--- config.mk ---
export PLATFORM = sky130hd
export DESIGN_NAME = shift_add_multiplier_flat
export DESIGN_NICKNAME = d
export VERILOG_FILES = /design/src/rtl/mult_pkg.sv /design/src/rtl/shift_add_multiplier_if.sv /design/src/rtl/shift_add_multiplier_add_stage.sv /design/src/rtl/shift_add_multiplier.sv /design/src/flat_wrapper.sv
export SDC_FILE = /design/constraint.sdc
export NUM_CORES = 1
export LEC_CHECK = 0
export BUFFER_PORTS_ARGS = -buffer_cell sky130_fd_sc_hd__buf_2
export CAP_MARGIN = 20
export CORE_AREA = 10 10 56 58
export CTS_CLUSTER_SIZE = 24
export DETAILED_ROUTE_END_ITERATION = 16
export DIE_AREA = 0 0 66 68
export GPL_ROUTABILITY_DRIVEN = 1
export PLACE_DENSITY = 0.82
export SLEW_MARGIN = 20
export SYNTH_ARGS = -nofsm -noshare
export SYNTH_HDL_FRONTEND = slang
export SYNTH_SLANG_ARGS = --single-unit
--- constraint.sdc ---
create_clock -name clk -period 6.1 [get_ports clk]
set_clock_uncertainty 0.15 [all_clocks]
set_input_delay 1.22 -clock clk [delete_from_list [all_inputs] [get_ports clk]]
set_output_delay 1.22 -clock clk [all_outputs]
set_load 0.05 [all_outputs]
--- src/rtl/mult_pkg.sv ---
// Shared definitions for the shift-add multiplier: state encoding, default width,
// and the iteration counter width.
package mult_pkg;

    localparam int WIDTH_DEF = 4;

    typedef enum logic [1:0] {
        IDLE = 2'b00,
        RUN  = 2'b01,
        DONE = 2'b10
    } state_t;

    // Counter must hold WIDTH itself, so it needs log2(WIDTH+1) bits.
    function automatic int cnt_w(input int w);
        return $clog2(w + 1);
    endfunction

endpackage

--- src/rtl/shift_add_multiplier_if.sv ---
// Request/result bundle between a multiplier client and the shift-add multiplier.
interface mult_if #(
    parameter int WIDTH = mult_pkg::WIDTH_DEF
);
    logic               start;
    logic [WIDTH-1:0]   a;
    logic [WIDTH-1:0]   b;
    logic               busy;
    logic               done;
    logic [2*WIDTH-1:0] product;

    modport master (output start, a, b, input busy, done, product);
    modport slave  (input start, a, b, output busy, done, product);
endinterface

--- src/rtl/shift_add_multiplier_add_stage.sv ---
// WIDTH-bit ripple-carry adder; the per-step adder of the shift-add multiplier.
module add_stage #(
    parameter int WIDTH = 4
) (
    input  logic [WIDTH-1:0] x,
    input  logic [WIDTH-1:0] y,
    input  logic             cin,
    output logic [WIDTH-1:0] s,
    output logic             cout
);
    logic [WIDTH:0] c;

    assign c[0] = cin;

    for (genvar gi = 0; gi < WIDTH; gi++) begin : g_bit
        assign s[gi]   = x[gi] ^ y[gi] ^ c[gi];
        assign c[gi+1] = (x[gi] & y[gi]) | (c[gi] & (x[gi] ^ y[gi]));
    end

    assign cout = c[WIDTH];
endmodule

--- src/rtl/shift_add_multiplier.sv ---
// Sequential unsigned multiplier: WIDTH conditional add + right-shift steps,
// using add_stage for the partial-sum addition.
module shift_add_multiplier
    import mult_pkg::*;
#(
    parameter int WIDTH = WIDTH_DEF
) (
    input  logic  clk,
    input  logic  rst_n,
    mult_if.slave bus
);
    localparam int CW = cnt_w(WIDTH);

    state_t             state, state_nx;
    logic [WIDTH-1:0]   mcand;
    logic [2*WIDTH-1:0] acc;
    logic [2*WIDTH-1:0] acc_nx;
    logic [CW-1:0]      count;
    logic [2*WIDTH-1:0] product;
    logic [WIDTH-1:0]   add_y;
    logic [WIDTH-1:0]   add_s;
    logic               add_cout;
    logic               last_step;

    assign add_y     = acc[0] ? mcand : '0;
    assign last_step = (count == CW'(1));

    add_stage #(.WIDTH(WIDTH)) u_add (
        .x    (acc[2*WIDTH-1:WIDTH]),
        .y    (add_y),
        .cin  (1'b0),
        .s    (add_s),
        .cout (add_cout)
    );

    // Carry lands in the top bit after the shift, so the sum never overflows.
    assign acc_nx = {add_cout, add_s, acc[WIDTH-1:1]};

    always_comb begin
        state_nx = state;
        unique case (state)
            IDLE:    if (bus.start) state_nx = RUN;
            RUN:     if (last_step) state_nx = DONE;
            DONE:    state_nx = IDLE;
            default: state_nx = IDLE;
        endcase
    end

    always_ff @(posedge clk or negedge rst_n) begin
        if (!rst_n) begin
            state   <= IDLE;
            mcand   <= '0;
            acc     <= '0;
            count   <= '0;
            product <= '0;
        end else begin
            state <= state_nx;
            case (state)
                IDLE: if (bus.start) begin
                    mcand <= bus.a;
                    acc   <= {{WIDTH{1'b0}}, bus.b};
                    count <= CW'(WIDTH);
                end
                RUN: begin
                    acc   <= acc_nx;
                    count <= count - CW'(1);
                    if (last_step) product <= acc_nx;
                end
                default: ;
            endcase
        end
    end

    assign bus.busy    = (state == RUN);
    assign bus.done    = (state == DONE);
    assign bus.product = product;
endmodule

--- src/flat_wrapper.sv ---
// flat-port wrapper written by rule: the top's interface ports become plain ports
module shift_add_multiplier_flat import mult_pkg::*;
#(
    parameter int WIDTH = WIDTH_DEF
)
  (clk, rst_n, bus_start, bus_a, bus_b, bus_busy, bus_done, bus_product);
  mult_if #(.WIDTH(WIDTH)) bus_i ();
  input  logic clk;
  input  logic rst_n;
  input wire logic [$bits(bus_i.start)-1:0] bus_start;
  input wire logic [$bits(bus_i.a)-1:0] bus_a;
  input wire logic [$bits(bus_i.b)-1:0] bus_b;
  output wire logic [$bits(bus_i.busy)-1:0] bus_busy;
  output wire logic [$bits(bus_i.done)-1:0] bus_done;
  output wire logic [$bits(bus_i.product)-1:0] bus_product;
  assign bus_i.start = bus_start;
  assign bus_i.a = bus_a;
  assign bus_i.b = bus_b;
  assign bus_busy = bus_i.busy;
  assign bus_done = bus_i.done;
  assign bus_product = bus_i.product;
  shift_add_multiplier #(.WIDTH(WIDTH)) u_core (.clk(clk), .rst_n(rst_n), .bus(bus_i));
endmodule
# [Yosys cells after proc, flatten, opt, wreduce, memory -nomap -nowiden]
# Index checks and enable logic that the tools add are counted.
[totals] ff_bits=25 input_bits=11 output_inout_bits=10
[classes] n_addsub=1 n_eq_ne=5 n_mux=8 bitwise=17 reduce_logical=6
[op_table] operator="8-bit one-hot mux with 2 select lines" n=1
[op_table] operator="8-bit two-way mux" n=1
[op_table] operator="2-bit AND reduction" n=4
[op_table] operator="1-bit bitwise AND" n=7
[op_table] operator="1-bit bitwise XOR" n=7
[op_table] operator="3-bit one-hot mux with 2 select lines" n=1
[op_table] operator="2-bit two-way mux" n=2
[op_table] operator="4-bit two-way mux" n=1
[op_table] operator="2-bit one-hot mux with 2 select lines" n=1
[op_table] operator="3-bit by 1-bit == test with 1-bit output (second input constant)" n=1
[op_table] operator="3-bit two-way mux" n=1
[op_table] operator="1-bit OR" n=3
[op_table] operator="3-bit by 1-bit subtractor with 3-bit output (second input constant)" n=1
[op_table] operator="2-bit by 1-bit == test with 1-bit output (second input constant)" n=1
[op_table] operator="2-bit == test (second input constant)" n=1
[op_table] operator="2-bit zero test" n=1
[op_table] operator="2-bit by 1-bit inequality test with 1-bit output (second input constant)" n=1
[op_table] operator="2-bit inequality test (second input constant)" n=1
[op_table] operator="2-bit nonzero test" n=1

# [Logic depth before layout (Yosys ltp)]
# Gate-level depths: netlist of the first run.
[logic_depth] word_depth=9 depth_mapped=7 mapped_depth_nobuf=7

# [By module]
# Synthesis of the first run repeated with hierarchy kept, for this count alone.
[hier_totals] hier_cells=97 hier_area_um2=1257.5
[by_module_without_submodules] module="shift_add_multiplier" instances=1 cells_each=83 area_each_um2=1139.8
[by_module_without_submodules] module="add_stage" instances=1 cells_each=14 area_each_um2=117.6

# [Worst setup path before layout of the first run]
# Ideal clock, no wire load.
[synth_path] kind="register to output" start="reg u_core.state[0]" end="out bus_done" arrival_ns=1.151 path_slack_ns=3.579 path_stages_with_launch=3 path_cell_list="dfrtp_1 buf_6 nor2_1"
[synth_via] elab_chain_cells=1
[synth_lines] item="start, declared" line_no="shift_add_multiplier.sv:14" source="state_t state, state_nx;"
[synth_lines] item="start signal, assigned" line_no="shift_add_multiplier.sv:57" source="state <= state_nx;"
[synth_lines] item="2-bit == test" line_no="shift_add_multiplier.sv:75" source="assign bus.done = (state == DONE);"
[synth_lines] item="end, declared" line_no="flat_wrapper.sv:14" source="output wire logic [$bits(bus_i.done)-1:0] bus_done;"
# Every way passes these cells.

# [Worst setup path after layout of the first run]
[layout_path] start="reg u_core.state[0]" end="out bus_busy"
[layout_via] elab_chain_cells=1
[layout_lines] item="2-bit by 1-bit == test with 1-bit output" line_no="shift_add_multiplier.sv:74" source="assign bus.busy = (state == RUN);"
[layout_lines] item="end, declared" line_no="flat_wrapper.sv:13" source="output wire logic [$bits(bus_i.busy)-1:0] bus_busy;"
# Every way passes these cells.

==> out/metrics.csv, run 1 <==
stage;metric;value;unit
sta;period_minus_slack;2.97;ns
clocking;cts_buffers;3;
power;p_leak;0.000602;uW
global_route;grt_max_degree;26;
clocking;clk_latency;0.31;ns
yosys;ys_types;23;
clocking;clk_pin_slew;0.14;ns
detailed_routing;dr.pass1.iters;4;
yosys;synthFlopType;dfrtp_1;
floorplan;pin_count;21;
sta;rsz0062_at_grt;false;
power;p_comb_share;50.7;%
worst_setup_path;cp.required;4.73;ns
worst_setup_path;path_class;reg2out;
sta;tightest_slew;0.526;ns
yosys;syn_inst;96;
detailed_routing;vias;754;
detailed_routing;initialDrtViolationCount;22;
detailed_routing;avgViaCountPerCell;5.20;
yosys;ys_seq_elements;25;
clocking;clock-sinks;25;
clocking;cts_buffer_depth;2;
power;swShare;45.1;%
flow_run;drv_cap;0;
detailed_routing;wirelength;2080;um
power;p_total;749;uW
sta;fmax;0.337;GHz
power;pwr-share-seq;39.6;%
power;p_int;411;uW
power;switching_power;338;uW
sta;setup_slack;3.13;ns
power;peakVddDrop;350;uV
clocking;postCtsHoldBufs;0;
floorplan;start_util;54.4;%
sta;finalSetupTns;0;ns
yosys;netlist_area;1150;sq um
placed_design;dp_hpwl;1620;um
global_route;grt_usage;9.96;%
worst_setup_path;crit_arrival;1.60;ns
power;power_frac_clock;9.6;%
clocking;cts_max_level;1;
placed_design;dpl_cell_area;1250;sq um
clocking;cts-root-buf;clkbuf_4;
clocking;cts_resized;0;
layout;post-route-util;60.8;%
yosys;syn-num-nets;113;
sta;setup_violations;0;
detailed_routing;ant_nets;0;
clocking;cts_tree;yes;
worst_setup_path;endpoint_kind;primary output;
global_route;antenna_found_initial;0;
layout;fin_area;1280;sq um
worst_hold_path;hp-class;reg2reg;
sta;maxSlewViolCount;0;
floorplan;row_count;17;
yosys;async_flop_share;100;%
layout;fillerInstances;164;
detailed_routing;drc_errors;0;
yosys;syn_area_per_cell;11.9;sq um
worst_setup_path;startpoint_type;flop;
yosys;synth_seq_area_share;54.6;%
layout;num_antenna_cells;0;
detailed_routing;wire_per_inst;14.4;um
floorplan;fp.dieArea;4490;sq um
floorplan;fp.dieH;68;um
placed_design;numPortBuffers;20;
status;status;finished, final reports clean;
global_route;grt_overflow;0;
global_route;grt_pass1_vias;775;
placed_design;pre_cts_slack;3.50;ns
yosys;synth-edff-count;0;
clocking;post_cts_buffers;0;
layout;regArea;626;sq um
floorplan;core_area;2110;sq um
sta;finalHoldViolCount;0;
yosys;ys_warn_count;0;
sta;fin_crit_sh;48.6;%
global_route;grt_pass1_wl;3570;um
floorplan;die_x;66;um
worst_setup_path;crit_fanout;11;
layout;area_delta_synth_final;11.8;%
layout;nets;135;
sta;slew-limit-headroom;64.9;%
placed_design;routabilityCongestion;0.806;
layout;drive_above_1_share;29.9;%
power;power_density;584;nW/um^2
layout;multi_input_area;452;sq um
==> critical path, cell delays in order, from the launching register on <==
cell	delay [ns]
dfrtp_1	0.59
nand2b_1	0.32
inv_1	0.11
buf_2	0.26
==> routing by layer <==
| metal | GRT usage, % | vias to the layer above | part of all wire (%) |
|---|---|---|---|
| li1 | - | 375 | - |
| met1 | 11.8 | 357 | 43 |
| met2 | 16.8 | 20 | 50 |
| met3 | 3.59 | 2 | 6.0 |
| met4 | 2.62 | 0 | 1.0 |
| met5 | 0 | - | 0 |
==> cells in the mapped netlist, types with 2 or more instances <==
master,count,area (sq um)
fa_1,3,60.1
a21oi_1,3,15.0
inv_1,11,41.3
nand2_1,9,33.8
nor2_1,3,11.3
ha_1,3,37.5
dfrtp_1,25,626
o21ai_0,7,35.0
nand2b_1,2,12.5
mux2_2,7,78.8
o22ai_1,10,62.6
buf_6,2,22.5
==> flip-flops by register name, summed over array words and instances (netlist names) <==
signal,flops
u_core.acc,8
u_core.state,2
u_core.mcand,4
u_core.count,3
u_core.bus.product,8
==> logic make-up after synthesis <==
kind of cell | after synthesis | synth area share [%]
flops | 25 | 54.6
mux | 8 | 8.19
fa+ha+maj | 6 | 8.52
simple gates | 19 | 10.0
buf+inv | 14 | 6.00
compound gates | 24 | 12.7
==> layout make-up <==
class	instances	area share [%]
clock buffer	3	1.76
clock inverter	1	0.391
inverter	11	3.22
multi-input combinational	57	35.3
sequential	25	48.8
tap	28	2.73
timing repair buffer	20	7.81
==> power by group through the flow <==
stage | sequential, uW | clock [uW] | combinational (uW)
final | 297 | 72.1 | 380
after global routing | 308 | 79.5 | 419
after CTS | 297 | 72.9 | 382
after detailed placement | 301 | 0 | 381
after global placement | 297 | 0 | 370
after floorplan | 366 | 0 | 235
==> per-stage QoR <==
| stage | hold slack, ns | cells |
|---|---|---|
| final | 0.337 | 145 |
| after CTS | 0.345 | 145 |
| after detailed placement | 0.315 | 141 |
| after global routing | 0.376 | 145 |
| after global placement | 0.308 | 141 |
| after floorplan | 0.306 | 96 |
==> cells in the final DEF, fill, tap and decap left out <==
master	netlist	routed
or4b_1	1	1
nand3b_1	1	1
nor2_1	3	3
fa_1	3	3
o22ai_1	10	10
clkbuf_4	0	3
o21bai_1	1	1
nand2_1	9	9
clkinv_2	0	1
mux2_4	1	1
nand4bb_4	1	1
o21ai_0	7	7
ha_1	3	3
a21oi_1	3	3
and2_1	1	1
a31oi_1	1	1
mux2_2	7	7
nand2b_1	2	2
nor2_2	1	1
o221a_2	1	1
buf_2	1	20
dfrtp_1	25	25
a22oi_1	1	1
inv_1	11	11
==> worst paths after layout <==
path / from / endpoint / slack, ns / depth (start not counted)
worst max-delay path: u_core.state[0]$_DFFE_PN0P_ / bus_busy / 3.13 / 3
worst min-delay path: u_core.bus.product[5]$_DFFE_PN0P_ / u_core.bus.product[5]$_DFFE_PN0P_ / 0.34 / 2
worst max register to register: u_core.acc[0]$_DFFE_PN0P_ / u_core.acc[6]$_DFFE_PN0P_ / 3.68 / 7
worst min register to register: u_core.bus.product[5]$_DFFE_PN0P_ / u_core.bus.product[5]$_DFFE_PN0P_ / 0.34 / 2
max in group asynchronous: rst_n / u_core.state[0]$_DFFE_PN0P_ / 4.73 / 1
min in group asynchronous: rst_n / u_core.mcand[3]$_DFFE_PN0P_ / 0.71 / 1
Power figures use the tool's default switching activity.
==> run 2: changes to the inputs <==
--- a/config.mk
+++ b/config.mk
@@ -5,14 +5,15 @@
 export SDC_FILE = /design/constraint.sdc
 export NUM_CORES = 1
 export LEC_CHECK = 0
+export ABC_AREA = 1
 export BUFFER_PORTS_ARGS = -buffer_cell sky130_fd_sc_hd__buf_2
 export CAP_MARGIN = 20
-export CORE_AREA = 10 10 56 58
+export CORE_AREA = 10 10 59 61
 export CTS_CLUSTER_SIZE = 24
 export DETAILED_ROUTE_END_ITERATION = 16
-export DIE_AREA = 0 0 66 68
+export DIE_AREA = 0 0 69 71
 export GPL_ROUTABILITY_DRIVEN = 1
-export PLACE_DENSITY = 0.82
+export PLACE_DENSITY = 0.77
 export SLEW_MARGIN = 20
 export SYNTH_ARGS = -nofsm -noshare
 export SYNTH_HDL_FRONTEND = slang
==> constraint.sdc (replaced) <==
create_clock -name clk -period 3.1 [get_ports clk]
set_clock_uncertainty 0.15 [all_clocks]
set_input_delay 0.62 -clock clk [delete_from_list [all_inputs] [get_ports clk]]
set_output_delay 0.62 -clock clk [all_outputs]
set_load 0.05 [all_outputs]
==> run 2 against run 1 <==
Compared with the run above:
- clock power is 110% higher
- combinational power is 93% higher
- worst hold slack worse by 0.23 ns
- sequential power is 89% higher
- sequential share of layout area is 2.9 points lower
- core utilization is 3.8 points lower
- count of clock-buffer cells in the layout is 1 higher
- critical endpoint unchanged
- synthesized cell count is 50% higher
- largest cell class unchanged
- register-to-register slack worse by 3.0 ns
==> out/metrics.csv, run 2 <==
stage;metric;value;unit
global_route;grt_pass1_vias;966;
status;status;finished, final reports clean;
detailed_routing;drc_errors;0;
worst_setup_path;path_class;reg2out;
worst_setup_path;r2r-start;u_core.acc[0]$_DFFE_PN0P_;
yosys;async_flop_share;100;%
floorplan;start_util;50.8;%
yosys;synthFlopType;dfrtp_1;
worst_setup_path;r2r_slack;0.71;ns
layout;drive_above_1_share;17.5;%
layout;nets;184;
sta;finalHoldViolCount;0;
clocking;cts_buffers;3;
placed_design;dp_hpwl;1820;um
flow_run;drv_cap;0;
detailed_routing;dr.pass1.iters;4;
yosys;yosysTopAreaCell;dfrtp_1;
global_route;grt_usage;10.1;%
sta;tightest_slew;0.551;ns
yosys;syn_inst;144;
worst_setup_path;startpoint_type;flop;
worst_setup_path;cp.buffers_inverters;2;
worst_setup_path;cp.required;2.33;ns
placed_design;routabilityCongestion;0.749;
layout;top_regs;u_core.acc x8, u_core.bus.product x8, u_core.mcand x4;
detailed_routing;initialDrtViolationCount;99;
detailed_routing;wire_per_inst;12.4;um
global_route;grt_overflow;0;
floorplan;core_area;2390;sq um
yosys;synth-edff-count;0;
yosys;ys_seq_elements;25;
layout;area_delta_synth_final;12.2;%
clocking;post_cts_buffers;0;
yosys;syn_area_per_cell;8.43;sq um
detailed_routing;wirelength;2440;um
layout;layout_commonest_cell;nand2_1;
sta;rsz0062_at_grt;false;
clocking;postCtsHoldBufs;0;
layout;final_cell_mix;nand2_1, nand3_1, dfrtp_1;
yosys;syn-num-nets;161;
yosys;yosys.area.top_type_share;51.5;%
placed_design;numPortBuffers;20;
yosys;yosys-top-cells-count;nand2_1, nand3_1, dfrtp_1;
clocking;clk_latency;0.33;ns
layout;fin_area;1360;sq um
worst_setup_path;crit_fanout;16;
sta;finalSetupTns;0;ns
floorplan;row_count;18;
global_route;grt_max_degree;26;
placed_design;dpl_cell_area;1340;sq um
sta;slew-limit-headroom;63.3;%
sta;timing.hold.ws;0.108;ns
worst_setup_path;reg2regPathDepth;10;
floorplan;fp.dieArea;4900;sq um
clocking;cts_resized;0;
clocking;cts_max_level;1;
worst_setup_path;reg2reg_to;u_core.acc[6]$_DFFE_PN0P_;
worst_setup_path;crit_chain;nand2_2 -> clkinv_2 -> buf_2;
worst_setup_path;endpoint_kind;primary output;
worst_hold_path;hp-class;in2async;
clocking;cts-root-buf;clkbuf_4;
yosys;netlist_area;1210;sq um
floorplan;die_x;69;um
yosys;synth_area_leaders;dfrtp_1, nand2_1, nand3_1;
sta;fin_crit_sh;77.5;%
layout;multi_input_area;477;sq um
sta;fmax;0.416;GHz
worst_setup_path;critPathSlowestCell;dfrtp_1;
yosys;ys_warn_count;0;
layout;regArea;626;sq um
worst_setup_path;cp_top_family;buffers and inverters;
global_route;antenna_found_initial;0;
layout;num_antenna_cells;0;
worst_setup_path;slowest_delay;0.48;ns
floorplan;fp.dieH;71;um
detailed_routing;avgViaCountPerCell;4.94;
layout;fillerInstances;221;
global_route;grt_pass1_wl;4220;um
power;p_leak;0.000774;uW
yosys;ys_types;16;
yosys;synth_seq_area_share;51.5;%
sta;setup_violations;0;
power;power_density;1060;nW/um^2
power;peakVddDrop;612;uV
clocking;clk_pin_slew;0.13;ns
clocking;cts_buffer_depth;2;
floorplan;pin_count;21;
worst_setup_path;crit_arrival;1.63;ns
sta;maxSlewViolCount;0;
sta;period_minus_slack;2.40;ns
yosys;yosysMostFrequentCell;nand2_1;
clocking;cts_tree;yes;
clocking;clock-sinks;25;
detailed_routing;vias;969;
detailed_routing;ant_nets;0;
[run 2: cell types whose count changed after synthesis, moves of 4 or more]
| cell | previous run | this run |
|---|---|---|
| nand3_1 | 0 | 27 |
| mux2_2 | 7 | 0 |
| o22ai_1 | 10 | 0 |
| o21ai_0 | 7 | 3 |
| o21ai_1 | 0 | 4 |
| nand2_1 | 9 | 45 |
| inv_1 | 11 | 23 |
[run 2: worst max-delay path by stage]
| stage | startpoint | to | slack (ns) | depth (start not counted) |
|---|---|---|---|---|
| after CTS | u_core.state[0]$_DFFE_PN0P_ | bus_busy | 0.71 | 3 |
| final | u_core.state[0]$_DFFE_PN0P_ | bus_busy | 0.70 | 3 |
| after detailed placement | u_core.acc[0]$_DFFE_PN0P_ | u_core.acc[6]$_DFFE_PN0P_ | 0.73 | 10 |
| after floorplan | u_core.acc[0]$_DFFE_PN0P_ | u_core.acc[6]$_DFFE_PN0P_ | 0.82 | 10 |
| after global placement | u_core.acc[0]$_DFFE_PN0P_ | u_core.acc[6]$_DFFE_PN0P_ | 0.78 | 10 |
| after global routing | u_core.state[0]$_DFFE_PN0P_ | bus_busy | 0.58 | 3 |
[run 2: kinds of logic (layout without fill, tap and decap cells)]
group / count (synthesis) / in the layout / share of synthesized area, %
AO/OA/AOI/OAI: 7 / 7 / 2.89
buffers and inverters: 27 / 49 / 9.17
adder cells (fa/ha/maj): 6 / 6 / 8.04
flip-flops: 25 / 25 / 51.5
AND/OR/NAND/NOR: 79 / 79 / 28.4
[run 2: area by class of cell]
| class | instances | area share, % |
|---|---|---|
| well taps | 30 | 2.76 |
| flip-flops and latches | 25 | 46.0 |
| inverters | 25 | 6.99 |
| repair buffers | 20 | 7.35 |
| clock buffers | 4 | 1.93 |
| multi-input cells | 92 | 35.0 |
[run 2: through the flow]
step / instances / worst slack, ns / util [%] / total power, uW
floorplan: 144 / 0.818 / - / 1140
detailed placement: 192 / 0.725 / 55.9 / 1300
CTS: 196 / 0.706 / 57.0 / 1460
finish: 196 / 0.698 / 57.0 / 1440
global route: 196 / 0.582 / 57.0 / 1580
global placement: 192 / 0.779 / 55.9 / 1270
[run 2: metal layers]
layer	track usage [%]	vias to the layer above	share of wire, %	wire [um]
li1	-	490	-	-
met3	3.21	5	8.3	202
met1	12.3	444	46	1130
met5	0	-	0	0
met4	4.70	0	1.9	46
met2	15.9	30	44	1060
[run 2: power by group]
part           switching (uW)  internal, uW
clock                    97.9          50.5
combinational             524           207
sequential               94.9           465
total                     717           723
[run 2: worst register-to-register path, delay by kind of cell (launching register included)]
family | cells | cell delay (ns)
adder cells (fa/ha/maj) | 4 | 1.38
flip-flops | 1 | 0.41
buffers and inverters | 3 | 0.15
AND/OR/NAND/NOR | 2 | 0.12
AO/OA/AOI/OAI | 1 | 0.08
